$ cat config.mk
export PLATFORM = sky130hd
export DESIGN_NAME = ctrl_fsm
export DESIGN_NICKNAME = d
export VERILOG_FILES = /design/src/rtl/bananachine_pkg.sv /design/src/rtl/ctrl_fsm_cond_eval.sv /design/src/rtl/ctrl_fsm.sv
export SDC_FILE = /design/constraint.sdc
export NUM_CORES = 1
export LEC_CHECK = 0
export ABC_AREA = 1
export CORE_MARGIN = 2
export CORE_UTILIZATION = 44
export CTS_BUF_LIST = sky130_fd_sc_hd__clkbuf_8
export DETAILED_ROUTE_END_ITERATION = 10
export PLACE_DENSITY = 0.89
export SYNTH_ARGS = -nofsm -noshare
export SYNTH_HDL_FRONTEND = slang
export SYNTH_SLANG_ARGS = --single-unit
export TNS_END_PERCENT = 5
$ cat constraint.sdc
create_clock -name clk -period 2.6 [get_ports clk]
set_clock_uncertainty 0.05 [all_clocks]
set_input_delay 0.52 -clock clk [delete_from_list [all_inputs] [get_ports clk]]
set_output_delay 0.52 -clock clk [all_outputs]
set_load 0.05 [all_outputs]
$ cat src/rtl/bananachine_pkg.sv
// Shared definitions for the Bananachine 16-bit control path.
// Holds ALU operation codes, opcode/ext field values, branch condition codes,
// PSR bit positions, the control-FSM state encoding and the instruction
// decoder used by the controller.
package bananachine_pkg;

    localparam logic [4:0] ALU_AND   = 5'd0;
    localparam logic [4:0] ALU_OR    = 5'd1;
    localparam logic [4:0] ALU_XOR   = 5'd2;
    localparam logic [4:0] ALU_ADD   = 5'd3;
    localparam logic [4:0] ALU_SUB   = 5'd4;
    localparam logic [4:0] ALU_CMP   = 5'd5;
    localparam logic [4:0] ALU_MOV   = 5'd6;
    localparam logic [4:0] ALU_LSH   = 5'd7;
    localparam logic [4:0] ALU_LUI   = 5'd8;
    localparam logic [4:0] ALU_JCOND = 5'd9;
    localparam logic [4:0] ALU_JAL   = 5'd10;
    localparam logic [4:0] ALU_ADDU  = 5'd11;

    localparam logic [3:0] OP_RTYPE   = 4'b0000;
    localparam logic [3:0] OP_SPECIAL = 4'b0100;
    localparam logic [3:0] OP_SHIFT   = 4'b1000;
    localparam logic [3:0] OP_BCOND   = 4'b1100;
    localparam logic [3:0] OP_LUI     = 4'b1111;

    localparam logic [3:0] EXT_LOAD  = 4'b0000;
    localparam logic [3:0] EXT_STOR  = 4'b0100;
    localparam logic [3:0] EXT_JAL   = 4'b1000;
    localparam logic [3:0] EXT_JCOND = 4'b1100;
    localparam logic [3:0] EXT_LSH   = 4'b0100;

    // Arithmetic group: the register-form ext and the immediate-form op
    // share the same 4-bit values.
    localparam logic [3:0] CODE_AND  = 4'b0001;
    localparam logic [3:0] CODE_OR   = 4'b0010;
    localparam logic [3:0] CODE_XOR  = 4'b0011;
    localparam logic [3:0] CODE_ADD  = 4'b0101;
    localparam logic [3:0] CODE_ADDU = 4'b0110;
    localparam logic [3:0] CODE_SUB  = 4'b1001;
    localparam logic [3:0] CODE_CMP  = 4'b1011;
    localparam logic [3:0] CODE_MOV  = 4'b1101;

    localparam logic [3:0] COND_EQ = 4'b0000;
    localparam logic [3:0] COND_NE = 4'b0001;
    localparam logic [3:0] COND_CS = 4'b0010;
    localparam logic [3:0] COND_CC = 4'b0011;
    localparam logic [3:0] COND_HI = 4'b0100;
    localparam logic [3:0] COND_LS = 4'b0101;
    localparam logic [3:0] COND_GT = 4'b0110;
    localparam logic [3:0] COND_LE = 4'b0111;
    localparam logic [3:0] COND_FS = 4'b1000;
    localparam logic [3:0] COND_FC = 4'b1001;
    localparam logic [3:0] COND_LO = 4'b1010;
    localparam logic [3:0] COND_HS = 4'b1011;
    localparam logic [3:0] COND_LT = 4'b1100;
    localparam logic [3:0] COND_GE = 4'b1101;
    localparam logic [3:0] COND_UC = 4'b1110;

    localparam int PSR_C = 0;
    localparam int PSR_L = 2;
    localparam int PSR_F = 5;
    localparam int PSR_Z = 6;
    localparam int PSR_N = 7;

    localparam logic [1:0] ST_FETCH  = 2'd0;
    localparam logic [1:0] ST_DECODE = 2'd1;
    localparam logic [1:0] ST_EXEC   = 2'd2;
    localparam logic [1:0] ST_MEM    = 2'd3;

    localparam logic [1:0] WB_ALU = 2'd0;
    localparam logic [1:0] WB_MEM = 2'd1;
    localparam logic [1:0] WB_PC1 = 2'd2;

    localparam logic [1:0] PC_SEL_INC  = 2'd0;
    localparam logic [1:0] PC_SEL_DISP = 2'd1;
    localparam logic [1:0] PC_SEL_REG  = 2'd2;

    typedef enum logic [2:0] {
        K_NOP, K_ALU, K_LOAD, K_STOR, K_BCOND, K_JCOND, K_JAL
    } instr_kind_e;

    typedef struct packed {
        instr_kind_e kind;
        logic [4:0]  alu;
        logic        b_imm;
        logic        zext;
        logic        rf_wr;
        logic [7:0]  flag_mask;   // PSR bits this instruction may update
    } decode_t;

    function automatic logic arith_valid(input logic [3:0] code);
        return code inside {CODE_AND, CODE_OR, CODE_XOR, CODE_ADD,
                            CODE_ADDU, CODE_SUB, CODE_CMP, CODE_MOV};
    endfunction

    function automatic logic [4:0] arith_alu(input logic [3:0] code);
        logic [4:0] a;
        case (code)
            CODE_OR:   a = ALU_OR;
            CODE_XOR:  a = ALU_XOR;
            CODE_ADD:  a = ALU_ADD;
            CODE_ADDU: a = ALU_ADDU;
            CODE_SUB:  a = ALU_SUB;
            CODE_CMP:  a = ALU_CMP;
            CODE_MOV:  a = ALU_MOV;
            default:   a = ALU_AND;
        endcase
        return a;
    endfunction

    function automatic logic [7:0] flag_mask_of(input logic [4:0] alu);
        logic [7:0] m;
        m = '0;
        if (alu == ALU_ADD || alu == ALU_SUB) begin
            m[PSR_C] = 1'b1;
            m[PSR_F] = 1'b1;
        end else if (alu == ALU_CMP) begin
            m[PSR_N] = 1'b1;
            m[PSR_Z] = 1'b1;
            m[PSR_L] = 1'b1;
        end
        return m;
    endfunction

    function automatic decode_t decode(input logic [3:0] op, input logic [3:0] ext);
        decode_t d;
        d = '0;
        if (op == OP_RTYPE) begin
            if (arith_valid(ext)) begin
                d.kind = K_ALU;
                d.alu  = arith_alu(ext);
            end
        end else if (arith_valid(op)) begin
            d.kind  = K_ALU;
            d.alu   = arith_alu(op);
            d.b_imm = 1'b1;
            d.zext  = (op == CODE_AND) || (op == CODE_OR) || (op == CODE_XOR);
        end else begin
            case (op)
                OP_LUI: begin
                    d.kind  = K_ALU;
                    d.alu   = ALU_LUI;
                    d.b_imm = 1'b1;
                end
                OP_SHIFT: begin
                    if (ext == EXT_LSH) begin
                        d.kind = K_ALU;
                        d.alu  = ALU_LSH;
                    end else if (ext[3:1] == 3'b000) begin
                        d.kind  = K_ALU;
                        d.alu   = ALU_LSH;
                        d.b_imm = 1'b1;
                    end
                end
                OP_SPECIAL: begin
                    case (ext)
                        EXT_LOAD:  d.kind = K_LOAD;
                        EXT_STOR:  d.kind = K_STOR;
                        EXT_JAL: begin
                            d.kind  = K_JAL;
                            d.alu   = ALU_JAL;
                            d.rf_wr = 1'b1;
                        end
                        EXT_JCOND: begin
                            d.kind = K_JCOND;
                            d.alu  = ALU_JCOND;
                        end
                        default: ;
                    endcase
                end
                OP_BCOND: d.kind = K_BCOND;
                default: ;
            endcase
        end
        if (d.kind == K_ALU) begin
            d.rf_wr     = (d.alu != ALU_CMP);
            d.flag_mask = flag_mask_of(d.alu);
        end
        return d;
    endfunction

endpackage

$ cat src/rtl/ctrl_fsm_cond_eval.sv
// Branch/jump condition evaluator.
// Ports:
//   cond - condition field from the instruction (instr[11:8])
//   psr  - current architectural PSR
//   take - 1 when the condition holds
module cond_eval #(
    parameter int WIDTH = 16
) (
    input  logic [3:0]       cond,
    input  logic [WIDTH-1:0] psr,
    output logic             take
);
    import bananachine_pkg::*;

    logic c, l, f, z, n;
    assign c = psr[PSR_C];
    assign l = psr[PSR_L];
    assign f = psr[PSR_F];
    assign z = psr[PSR_Z];
    assign n = psr[PSR_N];

    logic unused_psr_bits;
    assign unused_psr_bits = ^{psr[WIDTH-1:8], psr[4:3], psr[1]};

    always_comb begin
        take = 1'b0;
        case (cond)
            COND_EQ: take = z;
            COND_NE: take = !z;
            COND_CS: take = c;
            COND_CC: take = !c;
            COND_HI: take = l;
            COND_LS: take = !l;
            COND_GT: take = n;
            COND_LE: take = !n;
            COND_FS: take = f;
            COND_FC: take = !f;
            COND_LO: take = !l && !z;
            COND_HS: take = l || z;
            COND_LT: take = !n && !z;
            COND_GE: take = n || z;
            COND_UC: take = 1'b1;
            default: take = 1'b0;
        endcase
    end
endmodule

$ cat src/rtl/ctrl_fsm.sv
// Multicycle control unit for the Bananachine datapath.
// Fetches over a req/ready handshake, decodes, drives ALU/regfile/PC/memory
// controls and maintains the PSR.
// Ports:
//   clk, reset          - clock, synchronous active-high reset
//   instr               - instruction register contents
//   psr_flags           - ALU flag vector (C0 L2 F5 Z6 N7)
//   mem_ready           - memory completes the current request
//   alu_cont, b_sel, imm_zext      - ALU controls
//   rf_we, wb_sel                  - register-file write controls
//   ir_en, pc_en, pc_sel           - IR latch and PC update controls
//   addr_sel, mem_req, mem_we      - memory controls
//   psr                            - architectural PSR
//
// state     | meaning
// FETCH     | request instruction at PC, wait for mem_ready
// DECODE    | one idle cycle while the IR settles
// EXEC      | drive datapath for the instruction, update PSR
// MEM       | LOAD/STOR data access at Raddr, wait for mem_ready
module ctrl_fsm #(
    parameter int WIDTH         = 16,
    parameter int ALU_CONT_BITS = 5
) (
    input  logic                     clk,
    input  logic                     reset,
    input  logic [WIDTH-1:0]         instr,
    input  logic [WIDTH-1:0]         psr_flags,
    input  logic                     mem_ready,
    output logic [ALU_CONT_BITS-1:0] alu_cont,
    output logic                     b_sel,
    output logic                     imm_zext,
    output logic                     rf_we,
    output logic [1:0]               wb_sel,
    output logic                     ir_en,
    output logic                     pc_en,
    output logic [1:0]               pc_sel,
    output logic                     addr_sel,
    output logic                     mem_req,
    output logic                     mem_we,
    output logic [WIDTH-1:0]         psr
);
    import bananachine_pkg::*;

    logic [1:0]       state;
    decode_t          dec;
    logic             cond_take;
    logic [WIDTH-1:0] psr_mask;

    assign dec      = decode(instr[15:12], instr[7:4]);
    assign psr_mask = WIDTH'(dec.flag_mask);

    logic unused_rsrc;
    assign unused_rsrc = ^instr[3:0];

    cond_eval #(.WIDTH(WIDTH)) u_cond_eval (
        .cond (instr[11:8]),
        .psr  (psr),
        .take (cond_take)
    );

    always_ff @(posedge clk) begin
        if (reset) begin
            state <= ST_FETCH;
            psr   <= '0;
        end else begin
            case (state)
                ST_FETCH:  if (mem_ready) state <= ST_DECODE;
                ST_DECODE: state <= ST_EXEC;
                ST_EXEC: begin
                    psr   <= (psr & ~psr_mask) | (psr_flags & psr_mask);
                    state <= (dec.kind == K_LOAD || dec.kind == K_STOR) ? ST_MEM : ST_FETCH;
                end
                ST_MEM:    if (mem_ready) state <= ST_FETCH;
                default:   state <= ST_FETCH;
            endcase
        end
    end

    // Outputs are Mealy on mem_ready; gating with reset keeps every control
    // low during the reset cycle, whatever state is being left.
    always_comb begin
        alu_cont = '0;
        b_sel    = 1'b0;
        imm_zext = 1'b0;
        rf_we    = 1'b0;
        wb_sel   = WB_ALU;
        ir_en    = 1'b0;
        pc_en    = 1'b0;
        pc_sel   = PC_SEL_INC;
        addr_sel = 1'b0;
        mem_req  = 1'b0;
        mem_we   = 1'b0;
        if (!reset) begin
            case (state)
                ST_FETCH: begin
                    mem_req = 1'b1;
                    ir_en   = mem_ready;
                end
                ST_EXEC: begin
                    case (dec.kind)
                        K_ALU: begin
                            alu_cont = ALU_CONT_BITS'(dec.alu);
                            b_sel    = dec.b_imm;
                            imm_zext = dec.zext;
                            rf_we    = dec.rf_wr;
                            pc_en    = 1'b1;
                        end
                        K_LOAD, K_STOR: addr_sel = 1'b1;
                        K_BCOND: begin
                            pc_en  = 1'b1;
                            pc_sel = cond_take ? PC_SEL_DISP : PC_SEL_INC;
                        end
                        K_JCOND: begin
                            alu_cont = ALU_CONT_BITS'(ALU_JCOND);
                            pc_en    = 1'b1;
                            pc_sel   = cond_take ? PC_SEL_REG : PC_SEL_INC;
                        end
                        K_JAL: begin
                            alu_cont = ALU_CONT_BITS'(ALU_JAL);
                            rf_we    = 1'b1;
                            wb_sel   = WB_PC1;
                            pc_en    = 1'b1;
                            pc_sel   = PC_SEL_REG;
                        end
                        default: pc_en = 1'b1;
                    endcase
                end
                ST_MEM: begin
                    addr_sel = 1'b1;
                    mem_req  = 1'b1;
                    mem_we   = (dec.kind == K_STOR);
                    if (mem_ready) begin
                        pc_en = 1'b1;
                        if (dec.kind == K_LOAD) begin
                            rf_we  = 1'b1;
                            wb_sel = WB_MEM;
                        end
                    end
                end
                default: ;
            endcase
        end
    end
endmodule
==> flow_metrics.env <==
export IMPL_synth_flop_cell="dfxtp_1"
export IMPL_final_common_cell="nand2_1"
export IMPL_synth_edff_count=0
export IMPL_overflow=0
export IMPL_avgSynthCellArea_um2=5.74
export IMPL_vias=1849
export IMPL_hold_class="reg2reg"
export IMPL_antennaDiodeCount=0
export IMPL_yosysUniqueCellTypes=36
export IMPL_gp_congestion=0.877
export IMPL_fmax_mhz=357
export IMPL_vdd_drop_max_mv=0.432
export IMPL_fin_tns_setup_ns=-0.288
export IMPL_r2r_setup_slack_ns=1.04
export IMPL_total_leakage_power_nw=1.11
export IMPL_vias_per_cell=5.65
export IMPL_layout_drive_gt1_share=0.382
export IMPL_dieArea_um2=3340
export IMPL_final_area_um2=2210
export IMPL_syn_area_um2=1270
export IMPL_die_w_um=57.8
export IMPL_fin_util=0.801
export IMPL_seqPwrFrac=0.176
export IMPL_p_sw_mw=0.329
export IMPL_fillCellCount=155
export IMPL_cts_root_buf="clkbuf_8"
export IMPL_arrival_ns=2.23
export IMPL_synth_top_area_frac=0.153
export IMPL_slew_headroom=0.661
export IMPL_antenna_left=0
export IMPL_switching_share=0.464
export IMPL_synth_seq_area_share=0.110
export IMPL_io_pins=68
export IMPL_core_area_um2=2760
export IMPL_ys_top_cells_by_area="nand2_1 15%, dfxtp_1 11%, inv_1 8.5%, buf_4 7.7%, nor2_1 7.7%"
export IMPL_die_y_um=57.8
export IMPL_clk_latency_ns=0.23
export IMPL_powerDensity_nw_per_um2=321
export IMPL_final_cells=327
export IMPL_setup_viol=3
export IMPL_io_buffer_count=40
export IMPL_hold_viol_final=0
export IMPL_drc=0
export IMPL_finalWirelength_mm=5.17
export IMPL_cts_max_path_buffers=2
export IMPL_cts_tree="done"
export IMPL_rows=19
export IMPL_clk_pin_slew_worst_paths_ns=0.04
export IMPL_combPwrFrac=0.606
export IMPL_grt_pass1_wl_mm=7.09
export IMPL_antenna_found_initial=0
export IMPL_register_area_um2=140
export IMPL_setup_ws_ns=-0.199
export IMPL_initial_utilization=0.462
export IMPL_multi_input_area_um2=1040
export IMPL_internal_power_mw=0.380
export IMPL_maxCapViolCount=0
export IMPL_p_clk_frac=0.219
export IMPL_ctsHtreeMaxLevel=1
export IMPL_violations="setup timing"
export IMPL_max_slew_worst_pin_slew_ns=0.506
export IMPL_first_pass_iters=5
export IMPL_synth_cells=222
export IMPL_reg2reg_depth=6
export IMPL_synthToLayoutAreaGrowth_pct=73.4
export IMPL_async_reset_ff_frac=0
export IMPL_worstSetupStartpointType="primary input"
export IMPL_crit_fanout=4
export IMPL_whs_path_depth=2
export IMPL_worstSetupPathType="in2out"
export IMPL_grt_pass1_vias=1639
export IMPL_synth_seq_cells=7
export IMPL_cts_buffers=3
export IMPL_r2r_end="state[0]"
export IMPL_finalCritPeriodShare=1.08
export IMPL_clkSinkCount=7
export IMPL_finalCriticalPeriod_ns=2.80
export IMPL_track_usage=0.269
export IMPL_ys_warn_count=0
export IMPL_maxSlewViolCount=0
export IMPL_grt_setup_unrepaired="yes"
export IMPL_yosys_area_top_type="nand2_1"
export IMPL_wire_per_inst_um=15.8
export IMPL_worstPathRequired_ns=2.03
export IMPL_dpl_cell_area_um2=2060
export IMPL_grt_max_degree=15
export IMPL_r2r_start="state[0]"
export IMPL_drt_iter0_drc=122
export IMPL_finalNetCount=336
export IMPL_final_cell_mix="47 x nand2_1, 32 x buf_4, 28 x inv_1"
export IMPL_dp_cells=321
export IMPL_detailed_place_hpwl_mm=3.06
export IMPL_critPathCaptureType="output pin"
export IMPL_status="finished, violations left"
stage by stage:
step           hold slack, ns  setup slack (ns)  power [mW]
3_5_place_dp            0.486            -0.391       0.519
2_1_floorplan           0.475            -0.286       0.375
5_1_grt                 0.530            -0.286       0.744
3_3_place_gp            0.477            -0.346       0.512
4_1_cts                 0.492         -0.000626       0.680
6_report                0.499            -0.199       0.709
worst max-delay path, stage by stage:
cell             delay, ns
clkdlybuf4s15_2       0.25
inv_2                 0.08
nor2_4                0.12
nand3_4               0.12
nor2_1                0.16
nor2_1                0.07
nand3_2               0.07
nand3_1               0.08
nor2_1                0.14
nand2_1               0.08
nand2_1               0.07
nand2_1               0.09
a21oi_2               0.20
buf_12                0.16
how the worst max path moves through the flow:
stage               startpoint        to  slack [ns]
global route         instr[14]     rf_we       -0.29
finish               instr[14]     rf_we       -0.20
detailed placement   instr[15]     rf_we       -0.39
CTS                  instr[13]     rf_we     -0.0006
floorplan             state[0]  imm_zext       -0.29
global placement     instr[15]     rf_we       -0.35
power by group through the flow:
stage	clock network (mW)	registers, mW	logic, mW
global placement	0	0.125	0.387
CTS	0.153	0.124	0.403
detailed placement	0	0.125	0.394
floorplan	0	0.132	0.244
global route	0.165	0.125	0.454
finish	0.155	0.124	0.429
layout make-up:
cell class	count	share of cell area
clock inverters	1	0.00170
well taps	31	0.0176
repair buffers	74	0.366
clock buffers	3	0.0187
inverters	36	0.0618
flip-flops and latches	7	0.0635
multi-input cells	175	0.471
synthesized netlist by cell type (2+ instances only):
library cell	number
buf_4	13
a21oi_1	10
inv_1	29
dfxtp_1	7
a211oi_1	3
inv_2	5
o221ai_1	3
o21ai_0	4
nand2_4	3
nand2_1	52
nand3b_1	3
nor3_1	6
ha_1	4
nor2_2	7
nor2_1	26
nor2_4	4
nand2_2	6
o21ai_1	3
nor4_1	2
nand3_1	16
cells by family after synthesis:
family,Yosys count,share of synthesized area
flip-flops,7,0.110
AND/OR/NAND/NOR,129,0.506
adder cells (fa/ha/maj),4,0.0393
buffers and inverters,51,0.191
other,1,0.00294
AO/OA/AOI/OAI,30,0.151
per-layer routing:
metal / GRT usage / share of wire / vias up
met1: 0.324 / 0.36 / 814
met3: 0.0491 / 0.098 / 40
met5: 0 / 0 / -
li1: - / - / 842
met2: 0.459 / 0.49 / 153
met4: 0.130 / 0.053 / 0
timing repair:
action | CTS | global route
setup endpoints to repair | 14 | 10
setup buffers | 2 | 0
gates cloned | 0 | 0
hold buffers | 0 | 0
pin swaps | 9 | 4
gates resized for setup | 39 | 20
Note: power is estimated with default switching activity, not from simulation.
